`config.mk`:
```
export PLATFORM = sky130hd
export DESIGN_NAME = hood_time_display
export DESIGN_NICKNAME = d
export VERILOG_FILES = /design/src/rtl/hood_pkg.sv /design/src/rtl/hood_seg_decode.sv /design/src/rtl/hood_time_display.sv
export SDC_FILE = /design/constraint.sdc
export NUM_CORES = 1
export LEC_CHECK = 0
export CORE_UTILIZATION = 40
export CTS_CLUSTER_DIAMETER = 30
export DETAILED_ROUTE_END_ITERATION = 12
export GPL_ROUTABILITY_DRIVEN = 1
export SLEW_MARGIN = 20
export SYNTH_ARGS = -nofsm -noshare
export SYNTH_HDL_FRONTEND = slang
export SYNTH_HIERARCHICAL = 1
export SYNTH_SLANG_ARGS = --single-unit
```
`constraint.sdc`:
```
create_clock -name clk -period 5.3 [get_ports clk]
set_input_delay 1.59 -clock clk [delete_from_list [all_inputs] [get_ports clk]]
set_output_delay 1.59 -clock clk [all_outputs]
set_load 0.05 [all_outputs]
```
`src/rtl/hood_pkg.sv`:
```
// Shared definitions for the hood display: mode codes, segment glyphs,
// digit positions and the per-frame input snapshot.
package hood_pkg;

   typedef enum logic [2:0] {
      MODE_STANDBY = 3'd0,
      MODE_1       = 3'd1,
      MODE_2       = 3'd2,
      MODE_3       = 3'd3,
      MODE_CLEAN   = 3'd4
   } mode_e;

   // Segment bit order is {dp,g,f,e,d,c,b,a}; dp is never lit.
   localparam logic [7:0] GLYPH_BLANK = 8'h00;
   localparam logic [7:0] GLYPH_DASH  = 8'h40;
   localparam logic [7:0] GLYPH_C     = 8'h39;
   localparam logic [7:0] GLYPH_E     = 8'h79;

   localparam logic [9:0][7:0] SEG_FONT = {
      8'h6F, 8'h7F, 8'h07, 8'h7D, 8'h6D,
      8'h66, 8'h4F, 8'h5B, 8'h06, 8'h3F
   };

   // Any code above 9 decodes to a dark digit.
   localparam logic [3:0] DIGIT_BLANK = 4'hF;

   localparam logic [2:0] DIG_COUNTDOWN = 3'd0;
   localparam logic [2:0] DIG_BLANK_LO  = 3'd1;
   localparam logic [2:0] DIG_CUM_UNITS = 3'd2;
   localparam logic [2:0] DIG_CUM_TENS  = 3'd3;
   localparam logic [2:0] DIG_CUR_UNITS = 3'd4;
   localparam logic [2:0] DIG_CUR_TENS  = 3'd5;
   localparam logic [2:0] DIG_BLANK_HI  = 3'd6;
   localparam logic [2:0] DIG_MODE      = 3'd7;

   typedef struct packed {
      logic       machineOn;
      logic [2:0] mode;
      logic [5:0] curTime;
      logic [5:0] cumTime;
      logic [2:0] countDown;
   } snap_t;

endpackage

```
`src/rtl/hood_seg_decode.sv`:
```
// Combinational decimal-digit to seven-segment decoder; codes 10-15 are dark.
module hood_seg_decode
   import hood_pkg::*;
(
   input  logic [3:0] digit_i,
   output logic [7:0] seg_o
);

   always_comb begin
      seg_o = GLYPH_BLANK;
      if (digit_i < 4'd10) begin
         seg_o = SEG_FONT[digit_i];
      end
   end

endmodule

```
`src/rtl/hood_time_display.sv`:
```
// 8-digit multiplexed seven-segment driver for the range-hood status.
// Optional countdown blink is compiled in with HOOD_DISPLAY_BLINK_EN.
module hood_time_display
   import hood_pkg::*;
#(
   parameter int unsigned SCAN_DIV  = 100000,
   parameter int unsigned BLINK_DIV = 25000000
) (
   input  logic       clk,
   input  logic       rst_n,
   input  logic       machine_state,
   input  logic [2:0] mode_state,
   input  logic [5:0] current_time,
   input  logic [5:0] cumulative_time,
   input  logic [2:0] count_down_time,
   output logic [7:0] seg_en,
   output logic [7:0] seg_out
);

   localparam int unsigned CW = $clog2(SCAN_DIV);

   logic [CW-1:0] scanCnt_q, scanCnt_d;
   logic [2:0]    digitIdx_q, digitIdx_d;
   snap_t         snap_q, snap_d;
   logic [7:0]    segEn_q, segEn_d;
   logic [7:0]    segOut_q, segOut_d;
   logic          scanWrap;
   logic          blinkPhase;
   logic [7:0]    curBcd, cumBcd;
   logic [3:0]    digitVal;
   logic [7:0]    decSeg;
   logic [7:0]    modeGlyph;

   // Binary 0-63 to {tens,units} by subtracting 40, 20, 10 in turn.
   function automatic logic [7:0] toBcd(input logic [5:0] value);
      logic [5:0] rem;
      logic [3:0] tens;
      rem  = value;
      tens = 4'd0;
      if (rem >= 6'd40) begin rem = rem - 6'd40; tens = tens + 4'd4; end
      if (rem >= 6'd20) begin rem = rem - 6'd20; tens = tens + 4'd2; end
      if (rem >= 6'd10) begin rem = rem - 6'd10; tens = tens + 4'd1; end
      return {tens, 4'(rem)};
   endfunction

   // Snapshot is taken only on the 7->0 step so a frame never mixes inputs.
   always_comb begin
      scanWrap   = (scanCnt_q == CW'(SCAN_DIV - 1));
      scanCnt_d  = scanWrap ? '0 : scanCnt_q + CW'(1);
      digitIdx_d = scanWrap ? digitIdx_q + 3'd1 : digitIdx_q;
      snap_d     = snap_q;
      if (scanWrap && (digitIdx_q == 3'd7)) begin
         snap_d = '{machineOn: machine_state, mode: mode_state,
                    curTime: current_time, cumTime: cumulative_time,
                    countDown: count_down_time};
      end
   end

   always_ff @(posedge clk or negedge rst_n) begin
      if (!rst_n) begin
         scanCnt_q  <= '0;
         digitIdx_q <= '0;
         snap_q     <= '0;
         segEn_q    <= '0;
         segOut_q   <= '0;
      end else begin
         scanCnt_q  <= scanCnt_d;
         digitIdx_q <= digitIdx_d;
         snap_q     <= snap_d;
         segEn_q    <= segEn_d;
         segOut_q   <= segOut_d;
      end
   end

`ifdef HOOD_DISPLAY_BLINK_EN
   localparam int unsigned BW = (BLINK_DIV < 2) ? 1 : $clog2(BLINK_DIV);

   logic [BW-1:0] blinkCnt_q;
   logic          blinkPhase_q;

   always_ff @(posedge clk or negedge rst_n) begin
      if (!rst_n) begin
         blinkCnt_q   <= '0;
         blinkPhase_q <= 1'b0;
      end else if (blinkCnt_q == BW'(BLINK_DIV - 1)) begin
         blinkCnt_q   <= '0;
         blinkPhase_q <= ~blinkPhase_q;
      end else begin
         blinkCnt_q   <= blinkCnt_q + BW'(1);
      end
   end

   assign blinkPhase = blinkPhase_q;
`else
   // No blink hardware: the phase stays low for every usable BLINK_DIV.
   assign blinkPhase = (BLINK_DIV == 0);
`endif

   assign curBcd = toBcd(snap_q.curTime);
   assign cumBcd = toBcd(snap_q.cumTime);

   always_comb begin
      digitVal = DIGIT_BLANK;
      case (digitIdx_q)
         DIG_CUR_TENS:  digitVal = curBcd[7:4];
         DIG_CUR_UNITS: digitVal = curBcd[3:0];
         DIG_CUM_TENS:  digitVal = cumBcd[7:4];
         DIG_CUM_UNITS: digitVal = cumBcd[3:0];
         DIG_COUNTDOWN: digitVal = {1'b0, snap_q.countDown};
         DIG_MODE, DIG_BLANK_HI, DIG_BLANK_LO: digitVal = DIGIT_BLANK;
         default:       digitVal = DIGIT_BLANK;
      endcase
   end

   hood_seg_decode u_decode (
      .digit_i (digitVal),
      .seg_o   (decSeg)
   );

   always_comb begin
      modeGlyph = GLYPH_E;
      case (snap_q.mode)
         MODE_STANDBY: modeGlyph = GLYPH_DASH;
         MODE_1:       modeGlyph = SEG_FONT[1];
         MODE_2:       modeGlyph = SEG_FONT[2];
         MODE_3:       modeGlyph = SEG_FONT[3];
         MODE_CLEAN:   modeGlyph = GLYPH_C;
         default:      modeGlyph = GLYPH_E;
      endcase
   end

   // Enable and segments are registered together so digits never ghost.
   always_comb begin
      segEn_d  = 8'h00;
      segOut_d = GLYPH_BLANK;
      if (snap_q.machineOn) begin
         segEn_d = 8'd1 << digitIdx_q;
         if (digitIdx_q == DIG_MODE) begin
            segOut_d = modeGlyph;
         end else if ((digitIdx_q == DIG_COUNTDOWN) && blinkPhase &&
                      (snap_q.countDown != 3'd0)) begin
            segOut_d = GLYPH_BLANK;
         end else begin
            segOut_d = decSeg;
         end
      end
   end

   assign seg_en  = segEn_q;
   assign seg_out = segOut_q;

endmodule

```
== Word-level counts from Yosys, hierarchy flattened ==
Memory sizes are Yosys's and may differ from the RTL's.
Cells that the tools add are included.

* Memories kept: 1
* Bits in registers: 55
* Memory bits (read-only): 128
* RAM bits: 0
* Input bits: 21
* Latch bits: 0

{| class="wikitable"
|+ Memories
! memory !! depth !! width !! read ports !! clocked after Yosys merged registers in !! wr ports !! line !! RTL
|-
| (name not given) || 16 || 8 || 1 || 0 || 0 || hood_seg_decode.sv:12 || <nowiki>seg_o = SEG_FONT[digit_i];</nowiki>
|}

* Equal/unequal tests: 12
* Order comparisons: 8
* Bitwise operators: 0
* Divide/modulo/power cells: 0
* $add $sub $neg: 12
* Mux-type cells: 20
* Multiply operators: 0
* Shift-type cells: 1
* Reduce and logical (&&, ||, !) cells: 4

{| class="wikitable"
|+ Operators with widths
! cell !! count
|-
| $mux 8 || 5
|-
| $pmux 7 s5 || 1
|-
| $mux 4 || 6
|-
| $mux 6 || 4
|-
| $pmux 4 s6 || 1
|-
| $add 17x1->17 const B || 1
|-
| $eq 17x17->1 const B || 1
|-
| $mux 17 || 1
|-
| $eq 3x3->1 const B || 5
|-
| $eq 3x2->1 const B || 4
|-
| $ge 6x4->1 const B || 2
|-
| $ge 6x5->1 const B || 2
|-
| $ge 6x6->1 const B || 2
|-
| $sub 6x5->6 const B || 2
|-
| $sub 6x6->6 const B || 2
|-
| $add 4x1->4 const B || 2
|-
| $add 4x2->4 const B || 2
|-
| $shl 1x3->8 const A || 1
|-
| $sub 4x4->4 const B || 2
|-
| $eq 3x1->1 const B || 2
|-
| $logic_not 3->1 || 2
|-
| $mux 3 || 2
|-
| $lt 4x5->1 const B || 1
|-
| $lt 4x4->1 const B || 1
|-
| other kinds (3) || 3
|}

== Depth between registers and ports, before layout ==
Gate-level depths: netlist of the first run.

* Word-level depth: 12
* Mapped depth: 18
* Depth with buffers taken out: 17

== Cells and area by module ==
The synthesis of the first run kept the hierarchy.

{| class="wikitable"
|+ Modules (own cells, without submodules)
! module !! times used !! sequential area each (µm²) !! area an instance (µm²) !! cells an instance
|-
| hood_time_display || 1 || 1,376.3 || 3,190.6 || 313
|-
| hood_seg_decode || 1 || 0.0 || 230.2 || 28
|}

== Least setup slack after synthesis of the first run ==
No wires, ideal clock.

* Path kind: register -> register
* Start point: register snap_q[7] (netlist name)
* End point: register segOut_q[4], in the netlist seg_out[4]
* Clock period less this slack: 3.190 ns
* Stages on the path, launching flop included: 18
* Arrival time: 3.053 ns
* Slack: 2.110 ns
* Path buffers: 1
* Cells stage by stage: dfrtp_1 clkbuf_1 inv_1 ha_1 nor2b_1 a21boi_1 o311ai_1 inv_1 o311a_1 o32a_1 nand2_1 inv_1 ha_1 nor2b_1 o21bai_1 o31ai_1 o21ai_0 a21oi_1

* Longest elaborated chain between the ends: 12
* Elaborated cells on any way between the ends: 21

{| class="wikitable"
|+ RTL lines
! item !! line !! RTL
|-
| from (decl) || hood_time_display.sv:24 || <nowiki>snap_t snap_q, snap_d;</nowiki>
|-
| from (signal assigned) || hood_time_display.sv:69 || <nowiki>snap_q <= snap_d;</nowiki>
|-
| $sub 6x6->6 or $ge 6x6->1 (tied branches) || hood_time_display.sv:40 || <nowiki>if (rem >= 6'd40) begin rem = rem - 6'd40; tens = tens + 4'd4; end</nowiki>
|-
| $mux 6 * || hood_time_display.sv:40 ||
|-
| $sub 6x5->6 or $ge 6x5->1 (tied branches) || hood_time_display.sv:41 || <nowiki>if (rem >= 6'd20) begin rem = rem - 6'd20; tens = tens + 4'd2; end</nowiki>
|-
| $mux 6 or $mux 4 (tied branches) || hood_time_display.sv:41 ||
|-
| $ge 6x4->1, or another cell as far along || hood_time_display.sv:42 || <nowiki>if (rem >= 6'd10) begin rem = rem - 6'd10; tens = tens + 4'd1; end</nowiki>
|-
| $mux 4 || hood_time_display.sv:42 ||
|-
| $pmux 4 s6 * || hood_time_display.sv:104 || <nowiki>case (digitIdx_q)</nowiki>
|-
| named net digitVal[1] || hood_time_display.sv:30 || <nowiki>logic [3:0] digitVal;</nowiki>
|-
| $mem_v2 16x8 || - ||
|-
| $mux 8 (not written as such) || hood_seg_decode.sv:12 ||
|-
| $mux 8 * || hood_seg_decode.sv:11 || <nowiki>if (digit_i < 4'd10) begin</nowiki>
|-
| named net decSeg[4] || hood_time_display.sv:31 || <nowiki>logic [7:0] decSeg;</nowiki>
|-
| $mux 8 * || hood_time_display.sv:138 || <nowiki>if (digitIdx_q == DIG_MODE) begin</nowiki>
|-
| $mux 8 * || hood_time_display.sv:136 || <nowiki>if (snap_q.machineOn) begin</nowiki>
|-
| named net segOut_d[4] || hood_time_display.sv:26 || <nowiki>logic [7:0] segOut_q, segOut_d;</nowiki>
|-
| to (signal assigned) || hood_time_display.sv:71 || <nowiki>segOut_q <= segOut_d;</nowiki>
|-
| to (decl) || hood_time_display.sv:26 ||
|}

The timed path passes the listed nets; every way through them passes the cells marked *. The select of a mux whose other input is x is not followed.
A chain may end at the register's enable or synchronous reset.

== Worst setup path in the final report of the first run ==
* Start point: register snap_q[14] (netlist name)
* End point: register segOut_q[4], in the netlist seg_out[4]

* Longest elaborated chain between the ends: 12
* Elaborated cells on any way between the ends: 21

{| class="wikitable"
|+ RTL lines
! item !! line
|-
| $sub 6x6->6 or $ge 6x6->1 (tied branches) || hood_time_display.sv:40
|-
| $mux 6 or $mux 3 (tied branches) || hood_time_display.sv:40
|-
| $sub 6x5->6, or another cell as far along || hood_time_display.sv:41
|-
| $mux 6 or $mux 4 (tied branches) || hood_time_display.sv:41
|-
| $ge 6x4->1, or another cell as far along || hood_time_display.sv:42
|-
| $mux 4 || hood_time_display.sv:42
|-
| $pmux 4 s6 * || hood_time_display.sv:104
|-
| named net digitVal[2] || hood_time_display.sv:30
|-
| $mem_v2 16x8 || -
|-
| $mux 8 (not written as such) || hood_seg_decode.sv:12
|-
| $mux 8 * || hood_seg_decode.sv:11
|-
| named net decSeg[4] || hood_time_display.sv:31
|-
| $mux 8 * || hood_time_display.sv:138
|-
| $mux 8 * || hood_time_display.sv:136
|-
| named net segOut_d[4] || hood_time_display.sv:26
|}

Marks and branches as above.

==> out/qor.yml, run 1 <==
power_and_ir_drop:
  power_density_nw_per_um2: 209
  p_leak_nw: 1.72
  peakVddDrop_mv: 0.104
  total_power_mw: 0.813
timing:
  period_minus_slack_ns: 3.67
  final_hold_viol_count: 0
  finalSetupTns_ns: 0
  setup_viol: 0
  fin_crit_sh_pct: 69.3
  fin_skew_ns: 0.00970
  fmax_mhz: 272
  timing.slew.headroom_pct: 47.4
  rsz0062_at_grt: "no"
  drv_slew: 0
  finalHoldWorstSlack_ns: 0.486
  worst_pin_slew_ns: 0.783
synthesis:
  syn-instance-count: 341
  synth.ff_latch_count: 55
  ys_types: 64
  synthesis.nets: 379
  synth-edff-count: 0
  syn_area_um2: 3420
  async_flop_share_pct: 100
  synth_ff_type: "dfrtp_1"
  syn_area_per_cell_um2: 10.0
  ys.warnings.count: 6
  ys_seq_area_share_pct: 40.2
detailed_routing:
  wl_per_cell_um: 13.5
  firstDrtPassIters: 5
  detailroute.via_count: 2493
  via_per_inst: 5.28
  detail_route.wirelength_mm: 6.36
  drt_iter0_drc: 69
  ant_nets: 0
  route.detailed.drc: 0
clock_tree:
  cts-resized-gates: 0
  post_cts_buffers: 0
  clk_pin_slew_ns: 0.10
  cts_tree: "yes"
  clock_sink_count: 55
  htree_levels: 2
  cts_hold_buffers: 0
  clockBufferDepth: 2
  cts-buffers-inserted: 5
  insertion_delay_ns: 0.31
  cts_root_buf: "clkbuf_8"
placement:
  portBuffers: 36
  dp_cells: 464
  post-dp-hpwl_mm: 4.54
  routabilityCongestion: 0.872
final_layout:
  multi_input_area_um2: 1850
  register_area_um2: 1380
  diodes: 0
  syn_to_final_growth_pct: 13.5
  nFillCells: 801
  instances_no_fill: 472
  drive_above_1_share_pct: 10.9
  final_core_util_pct: 47.0
  fin_nets: 404
critical_path:
  crit_required_ns: 5.46
  critical_path.cell_chain: "mux2i_1 > ha_1 > a21oi_1 > a22oi_4 > nor2b_1 > o21ai_2 > a22oi_2 > mux2_1 > o21ai_1 > nor2b_1 > o21bai_1 > o31ai_1 > o21ai_0 > a21oi_1"
  cp_top_family: "compound AO/OA/AOI/OAI gates"
  cp-start-kind: "flip-flop"
  critPathKind: "reg -> reg"
  r2r_slack_ns: 1.63
  crit_buf_inv: 0
  crit_arrival_ns: 3.83
  crit_path_max_incr_delay_ns: 0.63
  cp-end-kind: "flip-flop"
  cp_max_fo: 13
  cp_slowest_cell: "dfrtp_1"
floorplanning:
  die_h_um: 94.5
  num_io_pins: 37
  core-area_um2: 8260
  row_count: 33
  die_w_um: 94.5
  dieArea_um2: 8930
  start_util_pct: 41.4
job:
  max_cap_viol_count: 0
global_routing:
  antenna_found_initial: 0
  track_usage_pct: 15.5
  grt_max_degree: 56
  grt.overflow.total: 0
  grt_pass1_wl_mm: 11.0
  grt_pass1_vias: 2346
status:
  status: "completed"
hold_path:
  hold_class: "reg -> reg"
-- layout by cell type (no fill, tap or decap), types with 3 or more instances in the layout --
master	synthesis	layout
mux2_2	10	10
inv_1	19	19
xor2_1	6	6
mux2i_1	6	6
dfrtp_1	55	55
nor3_1	4	4
mux2_4	10	10
o31ai_1	3	3
a21oi_1	13	13
nand2_1	22	22
o22ai_1	5	5
and2_1	10	10
nand2b_1	8	8
clkbuf_8	0	5
ha_1	17	17
nand3_1	10	10
o21ai_0	11	11
nor2b_1	14	14
nor2_1	22	22
clkdlybuf4s50_1	0	35
nand4_1	5	5
nor3b_1	3	3
and3_1	6	6
xnor2_1	11	11
o211ai_1	6	6
-- area by class of cell --
cell class / instances / area share, %
Multi-Input combinational cell: 248 / 47.7
Sequential cell: 55 / 35.5
Timing Repair Buffer: 37 / 9.35
Tap cell: 105 / 3.38
Inverter: 19 / 1.84
Clock buffer: 5 / 1.77
Clock inverter: 3 / 0.484
-- per-layer routing --
layer  wire (um)  vias to the layer above  share of wire [%]  GRT usage, %
met5           0                        -                  0             0
met4          38                        0               0.60          3.41
met3         230                        6                3.6          2.74
met2        2970                       51                 47          25.4
met1        3120                     1195                 49          21.4
li1            -                     1241                  -             -
-- cells in the mapped netlist (all sizes together), types with 7 or more instances --
cell	number	area share, %
dfrtp	55	40
nand2	23	3.0
nor2	22	2.4
mux2	21	8.0
inv	19	2.1
ha	17	6.2
nor2b	14	2.6
a21oi	13	1.9
o21ai	13	2.0
buf	12	2.8
xnor2	11	2.8
and2	10	1.8
nand2b	10	2.3
nand3	10	1.5
clkbuf	7	0.77
-- flip-flops by register name, indices dropped and copies added, names as in the netlist --
name and cells:
digitIdx_q 3, seg_en 8, snap_q 19, seg_out 8, scanCnt_q 17
-- worst register-to-register path: cells and delay by family (launching register included) --
family | cells | cell delay, ns
flops | 1 | 0.63
mux | 2 | 0.67
compound gates | 9 | 1.71
fa+ha+maj | 1 | 0.22
simple gates | 2 | 0.29
-- cell families (layout without fill, tap and decap cells) --
| logic type | after synthesis | count (layout) | synth area share, % |
|---|---|---|---|
| xor gates and xnor gates | 17 | 17 | 4.35 |
| muxes | 27 | 27 | 9.77 |
| adders and majority gates | 17 | 17 | 6.22 |
| AOI/OAI and AO/OA | 70 | 70 | 14.8 |
| other | 1 | 1 | 0.110 |
| buffers and inverters | 38 | 64 | 5.63 |
| DFF | 55 | 55 | 40.2 |
| and+or+nand+nor | 116 | 116 | 18.9 |
-- metrics by stage --
stage | setup slack, ns | cell area, um^2
after floorplan | 2.11 | 3420
after global placement | 1.78 | 3790
after detailed placement | 1.67 | 3790
after CTS | 1.64 | 3880
after global routing | 1.25 | 3880
final | 1.63 | 3880
-- final timing paths --
check / from / cells after the start / end
setup / recovery: snap_q[14] / 14 / seg_out[4]
hold / removal: scanCnt_q[4] / 1 / scanCnt_q[4]
setup reg to reg: snap_q[14] / 14 / seg_out[4]
hold reg to reg: scanCnt_q[4] / 1 / scanCnt_q[4]
max in group asynchronous: rst_n / 2 / seg_en[6]
min in group asynchronous: rst_n / 2 / snap_q[9]
-- power by group --
part / switching (mW) / internal (mW)
Clock: 0.138 / 0.0934
Sequential: 0.0162 / 0.431
Combinational: 0.0709 / 0.0632
(Power assumes the default switching activity.)
==> run 2: changes to the inputs <==
- clock period: 5.3 -> 3.1 ns (I/O delays scaled with it)
==> run 2 against run 1 <==
Routed wire length rose by 7.9%. Worst hold slack got worse by 0.0069 ns. Non-clock buffer count rose by 27. Total power rose by 89%. Count of clock-buffer cells in the layout did not move. Fmax rose by 23%. Combinational power rose by 120%. Worst setup slack got worse by 1.5 ns. Sequential share of layout area fell by 3.0 points. Largest power group unchanged. Critical path type unchanged. First-iteration DRC count rose by 46%.
==> out/qor.yml, run 2 (synthesis gave the netlist of run 1 again) <==
status:
  status: "completed"  # unchanged
clock_tree:
  clk_pin_slew_ns: 0.10  # about the same
  clockBufferDepth: 2  # unchanged
  cts_hold_buffers: 0  # unchanged
  cts_root_buf: "clkbuf_8"  # unchanged
  cts-buffers-inserted: 5  # unchanged
  htree_levels: 2  # unchanged
  insertion_delay_ns: 0.31  # about the same
  cts_tree: "yes"  # unchanged
  clock_sink_count: 55  # unchanged
power_and_ir_drop:
  swShare_pct: 26.5  # was 27.7%
  p_comb_share_pct: 18.9  # was 16.5%
  internal_power_mw: 1.13  # was 0.587 mW
  clkPwrFrac_pct: 31.6  # was 28.5%
  power_density_nw_per_um2: 360  # was 209 nW/um^2
  p_leak_nw: 1.90  # was 1.72 nW
  peakVddDrop_mv: 0.172  # was 0.104 mV
  power.switching_mw: 0.406  # was 0.225 mW
  p_seq_share_pct: 49.5  # was 55.0%
  total_power_mw: 1.53  # was 0.813 mW
timing:
  fin_crit_sh_pct: 95.9  # was 69.3%
  drv_slew: 0  # unchanged
  setup_viol: 0  # unchanged
  timing.slew.headroom_pct: 53.6  # was 47.4%
  fmax_mhz: 336  # was 272 MHz
  worst_pin_slew_ns: 0.696  # was 0.783 ns
  period_minus_slack_ns: 2.97  # was 3.67 ns
  final_hold_viol_count: 0  # unchanged
  finalSetupTns_ns: 0  # unchanged
  fin_skew_ns: 0.0133  # was 0.00970 ns
critical_path:
  cp-end-kind: "flip-flop"  # unchanged
  r2r_slack_ns: 0.13  # was 1.63 ns
  cp-start-kind: "flip-flop"  # unchanged
  timing.rr.start: "snap_q[13]"  # was snap_q[14]
  path_depth: 16  # was 14
  crit_path_max_incr_delay_ns: 0.45  # was 0.63 ns
  critPathKind: "reg -> reg"  # unchanged
  cp_max_fo: 8  # was 13
  r2r_cells: 16  # was 14
  crit_arrival_ns: 3.22  # was 3.83 ns
  cp_slowest_cell: "dfrtp_2"  # was dfrtp_1
  critical_path.cell_chain: "nor2b_4 > mux2i_2 > ha_2 > a21oi_2 > a22oi_4 > nor2b_4 > o21ai_2 > a22oi_2 > mux2_4 > o21ai_2 > buf_6 > buf_12 > nand2b_4 > o22ai_1 > mux2i_1 > nor2b_1"  # was mux2i_1 > ha_1 > a21oi_1 > a22oi_4 > nor2b_1 > o21ai_2 > a22oi_2 > mux2_1 > o21ai_1 > nor2b_1 > o21bai_1 > o31ai_1 > o21ai_0 > a21oi_1
  cp_top_family: "compound AO/OA/AOI/OAI gates"  # unchanged
  r2r_end: "seg_out[5]"  # was seg_out[4]
  crit_required_ns: 3.34  # was 5.46 ns
  crit_buf_inv: 2  # was 0
placement:
  portBuffers: 36  # unchanged
  routabilityCongestion: 0.828  # was 0.872
  dp_cells: 481  # was 464
  post-dp-hpwl_mm: 4.72  # was 4.54 mm
  place_area_um2: 3940  # was 3790 um^2
final_layout:
  layout_commonest_cell: "dfrtp_1"  # unchanged
  fin_nets: 431  # was 404
  instances_no_fill: 499  # was 472
  final_area_um2: 4250  # was 3880 um^2
  syn_to_final_growth_pct: 24.2  # was 13.5%
  largestRegisters: "snap_q: 19 flops, scanCnt_q: 17 flops"  # unchanged
  diodes: 0  # unchanged
  registers.top_by_ff_count: "snap_q"  # unchanged
  largest_reg_flops: 19  # unchanged
  drive_above_1_share_pct: 21.8  # was 10.9%
  final_cell_mix: "dfrtp_1 (53), clkdlybuf4s50_1 (35), buf_4 (25)"  # was dfrtp_1 (55), clkdlybuf4s50_1 (35), nor2_1 (22), nand2_1 (22), inv_1 (19)
detailed_routing:
  via_per_inst: 5.16  # was 5.28
  ant_nets: 0  # unchanged
  detail_route.wirelength_mm: 6.86  # was 6.36 mm
  detailroute.via_count: 2576  # was 2493
  wl_per_cell_um: 13.7  # was 13.5 um
  drt_iter0_drc: 101  # was 69
  firstDrtPassIters: 4  # was 5
  route.detailed.drc: 0  # unchanged
global_routing:
  antenna_found_initial: 0  # unchanged
  track_usage_pct: 15.6  # was 15.5%
  grt.overflow.total: 0  # unchanged
  grt_pass1_vias: 2374  # was 2346
  grt_pass1_wl_mm: 11.0  # about the same
  grt_max_degree: 30  # was 56
floorplanning:
  num_io_pins: 37  # unchanged
  die_w_um: 94.5  # unchanged
  row_count: 33  # unchanged
  dieArea_um2: 8930  # unchanged
  start_util_pct: 41.4  # unchanged
  die_h_um: 94.5  # unchanged
  core-area_um2: 8260  # unchanged
hold_path:
  hold_class: "reg -> reg"  # unchanged
  holdPathEnd: "scanCnt_q[4]"  # unchanged
  hold_start: "scanCnt_q[4]"  # unchanged
  holdPathStages: 1  # unchanged
job:
  max_cap_viol_count: 0  # unchanged
==> run 2: cell types whose count changed in the layout (fill, tap and decap cells not counted), sizes merged <==
| cell | change |
|---|---|
| clkinv | -2 |
| buf | +27 |
| bufinv | +1 |
| clkinvlp | +1 |
==> run 2: layout make-up <==
type / instances / area, um^2
Clock buffer: 5 / 68.8
Fill cell: 772 / 4010
Multi-Input combinational cell: 248 / 1960
Inverter: 19 / 71.3
Timing Repair Buffer: 64 / 594
Clock inverter: 3 / 46.3
Sequential cell: 55 / 1380
Tap cell: 105 / 131
==> run 2: power by group through the flow <==
stage               clock network (mW)  registers, mW  logic [mW]
finish                           0.484          0.759       0.289
global route                     0.531          0.762       0.318
CTS                              0.502          0.758       0.254
detailed placement                   0          0.772       0.254
global placement                     0          0.771       0.252
floorplan                            0          0.788       0.146
==> run 2: through the flow <==
step | setup WS (ns) | util (%) | hold slack [ns]
after floorplan | 0.0478 | - | 0.446
after global placement | 0.0856 | 47.7 | 0.465
after detailed placement | 0.00521 | 47.7 | 0.466
after CTS | 0.00173 | 49.1 | 0.486
after global routing | -0.0853 | 51.5 | 0.504
final | 0.127 | 51.5 | 0.479
==> run 2: per-layer routing <==
layer	vias up	part of all wire [%]	GRT usage, %
met4	0	0.66	3.91
met1	1230	48	21.4
met2	38	49	25.4
met3	4	3.1	2.90
met5	-	0	0
li1	1304	-	-
==> run 2: how the worst max path moves through the flow <==
stage	start	end	slack [ns]
after detailed placement	snap_q[13]	seg_out[4]	0.005
final	snap_q[13]	seg_out[5]	0.13
after CTS	snap_q[13]	seg_out[4]	0.002
after floorplan	snap_q[7]	seg_out[4]	0.05
after global placement	snap_q[13]	seg_out[4]	0.09
after global routing	snap_q[13]	seg_out[4]	-0.09
==> run 2: repair_timing <==
action	4_1_cts	5_1_grt
setup endpoints to repair	0	7
buffers inserted	0	10
resized for setup	0	27
==> run 3: changes to the inputs <==
- CORE_MARGIN: default -> 2
- HOLD_SLACK_MARGIN: default -> 0.08
- clock period: 3.1 -> 2.85 ns (I/O delays scaled with it)
==> run 3 against run 2 <==
The flow now finishes with violations (negative setup slack). Largest power group unchanged. Via count up 6.4%. Non-clock buffer count increased by 25. Flip-flop and latch count is the same. Sequential power up 8.6%. Fmax shrank 1.3%. Critical path type unchanged. Clock power increased by 25%. Critical endpoint unchanged.
==> out/qor.yml, run 3 (synthesis gave the netlist of run 1 again) <==
critical_path:
  cp_top_family: "compound AO/OA/AOI/OAI gates"  # unchanged
  crit_path_start: "snap_q[13]"  # unchanged
  cp_slowest_cell: "dfrtp_1"  # was dfrtp_2
  crit_path_max_incr_delay_ns: 0.41  # was 0.45 ns
  critical_path.cell_chain: "nor2b_4 > mux2i_2 > ha_2 > a21oi_2 > a22oi_4 > nor2b_4 > o21ai_2 > a22oi_2 > mux2_4 > o21ai_4 > buf_6 > nand2b_4 > o22ai_1 > mux2i_1 > nor2b_1"  # was nor2b_4 > mux2i_2 > ha_2 > a21oi_2 > a22oi_4 > nor2b_4 > o21ai_2 > a22oi_2 > mux2_4 > o21ai_2 > buf_6 > buf_12 > nand2b_4 > o22ai_1 > mux2i_1 > nor2b_1
  crit_buf_inv: 1  # was 2
  cp_max_fo: 6  # was 8
  crit_arrival_ns: 3.26  # was 3.22 ns
  cp_common_cell: "nor2b_4"
  cp-end-kind: "flip-flop"  # unchanged
  critPathKind: "reg -> reg"  # unchanged
  crit_required_ns: 3.10  # was 3.34 ns
  timing.rr.start: "snap_q[13]"  # unchanged
  cp-start-kind: "flip-flop"  # unchanged
floorplanning:
  start_util_pct: 41.4  # unchanged
  num_io_pins: 37  # unchanged
  dieArea_um2: 9310  # was 8930 um^2
  die_w_um: 96.5  # was 94.5 um
  row_count: 33  # unchanged
  core-area_um2: 8260  # unchanged
  die_h_um: 96.5  # was 94.5 um
detailed_routing:
  detail_route.wirelength_mm: 7.60  # was 6.86 mm
  wl_per_cell_um: 14.5  # was 13.7 um
  via_per_inst: 5.23  # was 5.16
  route.detailed.drc: 0  # unchanged
  ant_nets: 0  # unchanged
  detailroute.via_count: 2741  # was 2576
  firstDrtPassIters: 4  # unchanged
  drt_iter0_drc: 74  # was 101
timing:
  fin_skew_ns: 0.00571  # was 0.0133 ns
  drv_slew: 0  # unchanged
  period_minus_slack_ns: 3.01  # was 2.97 ns
  fmax_mhz: 332  # was 336 MHz
  fin_crit_sh_pct: 106  # was 95.9%
  final_hold_viol_count: 0  # unchanged
  worst_pin_slew_ns: 0.497  # was 0.696 ns
  rsz0062_at_grt: "yes"
  setup_viol: 7  # was 0
  setup_slack_ns: -0.163  # was 0.127 ns
  timing.slew.headroom_pct: 66.8  # was 53.6%
final_layout:
  largestRegisters: "snap_q: 19 flops, scanCnt_q: 17 flops"  # unchanged
  diodes: 0  # unchanged
  largest_reg_flops: 19  # unchanged
  final_cell_mix: "dfrtp_1 (54), buf_4 (49), clkdlybuf4s50_1 (35)"  # was dfrtp_1 (53), clkdlybuf4s50_1 (35), buf_4 (25)
  final_area_um2: 4540  # was 4250 um^2
  instances_no_fill: 524  # was 499
  registers.top_by_ff_count: "snap_q"  # unchanged
  syn_to_final_growth_pct: 32.8  # was 24.2%
  layout_commonest_cell: "dfrtp_1"  # unchanged
  fin_nets: 456  # was 431
  drive_above_1_share_pct: 30.8  # was 21.8%
power_and_ir_drop:
  peakVddDrop_mv: 0.194  # was 0.172 mV
  p_leak_nw: 2.04  # was 1.90 nW
  power_density_nw_per_um2: 396  # was 360 nW/um^2
global_routing:
  grt_max_degree: 37  # was 30
  busiest_layer: "met2"  # unchanged
  grt.overflow.total: 0  # unchanged
  grtUsageMet3_pct: 2.95  # was 2.90%
  antenna_found_initial: 0  # unchanged
  grt_use_met1_pct: 23.7  # was 21.4%
  met2_usage_pct: 29.2  # was 25.4%
  grt_pass1_wl_mm: 12.9  # was 11.0 mm
  grt_pass1_vias: 2731  # was 2374
  track_usage_pct: 17.6  # was 15.6%
clock_tree:
  insertion_delay_ns: 0.31  # about the same
  clock_sink_count: 55  # unchanged
  cts_tree: "yes"  # unchanged
  cts_root_buf: "clkbuf_8"  # unchanged
  clk_pin_slew_ns: 0.10  # about the same
  htree_levels: 2  # unchanged
  clockBufferDepth: 2  # unchanged
  cts-buffers-inserted: 5  # unchanged
placement:
  portBuffers: 36  # unchanged
  routabilityCongestion: 0.861  # was 0.828
  dp_cells: 505  # was 481
  place_area_um2: 4150  # was 3940 um^2
  pre_cts_ws_ns: -0.272  # was 0.00521 ns
  post-dp-hpwl_mm: 5.40  # was 4.72 mm
status:
  violations: "negative setup slack"
  status: "complete, but fails checks"  # was completed
job:
  max_cap_viol_count: 0  # unchanged
hold_path:
  hold_class: "in -> async"  # was reg -> reg
## run 3: changes by cell type in the layout (fill, tap and decap cells not counted), moves of 3 or more
cell,previous run,this run
inv_1,18,14
buf_4,25,49
buf_6,1,4
ha_1,14,11
## run 3: final cells by class
cell class / count / area, um^2
well taps: 105 / 131
clock inverters: 2 / 60.1
fillers: 762 / 3720
inverters: 19 / 76.3
clock buffers: 6 / 72.6
flip-flops and latches: 55 / 1380
multi-input cells: 248 / 2060
repair buffers: 89 / 768
## run 3: what timing repair did
item | in CTS | in global routing
endpoints found under the setup margin | 7 | 7
resized for setup | 34 | 11
hold buffers | 0 | 0
pin swaps | 15 | 15
buffers inserted | 10 | 3
## run 3: path summary, 6_finish.rpt
path | slack [ns] | depth (start not counted) | endpoint
min reg2reg | 0.50 | 1 | scanCnt_q[0]
min in group clk | 0.50 | 1 | scanCnt_q[0]
max in group asynchronous | 1.95 | 2 | scanCnt_q[14]
min | 0.50 | 2 | snap_q[12]
max reg2reg | -0.16 | 15 | seg_out[5]
max | -0.16 | 15 | seg_out[5]
## run 3: per-layer routing
metal	vias to the layer above	wire, um
met5	-	0
met4	0	112
met3	10	293
met2	65	3720
met1	1320	3470
li1	1346	-
## run 3: power by group
part / internal [mW] / switching [mW] / leakage, nW
combinational: 0.189 / 0.179 / 1.28
clock: 0.351 / 0.255 / 0.0654
sequential: 0.801 / 0.0225 / 0.697
## run 3: stage by stage
stage                     hold WS [ns]  utilization [%]  setup TNS, ns  total power [mW]
after CTS                        0.509             54.3         -0.339              1.80
after detailed placement         0.490             50.3          -1.52              1.15
after floorplan                  0.446                -        -0.0378              1.03
after global routing             0.525             55.0          -2.10              1.88
final                            0.503             55.0          -1.04              1.80
after global placement           0.466             50.3          -1.23              1.15
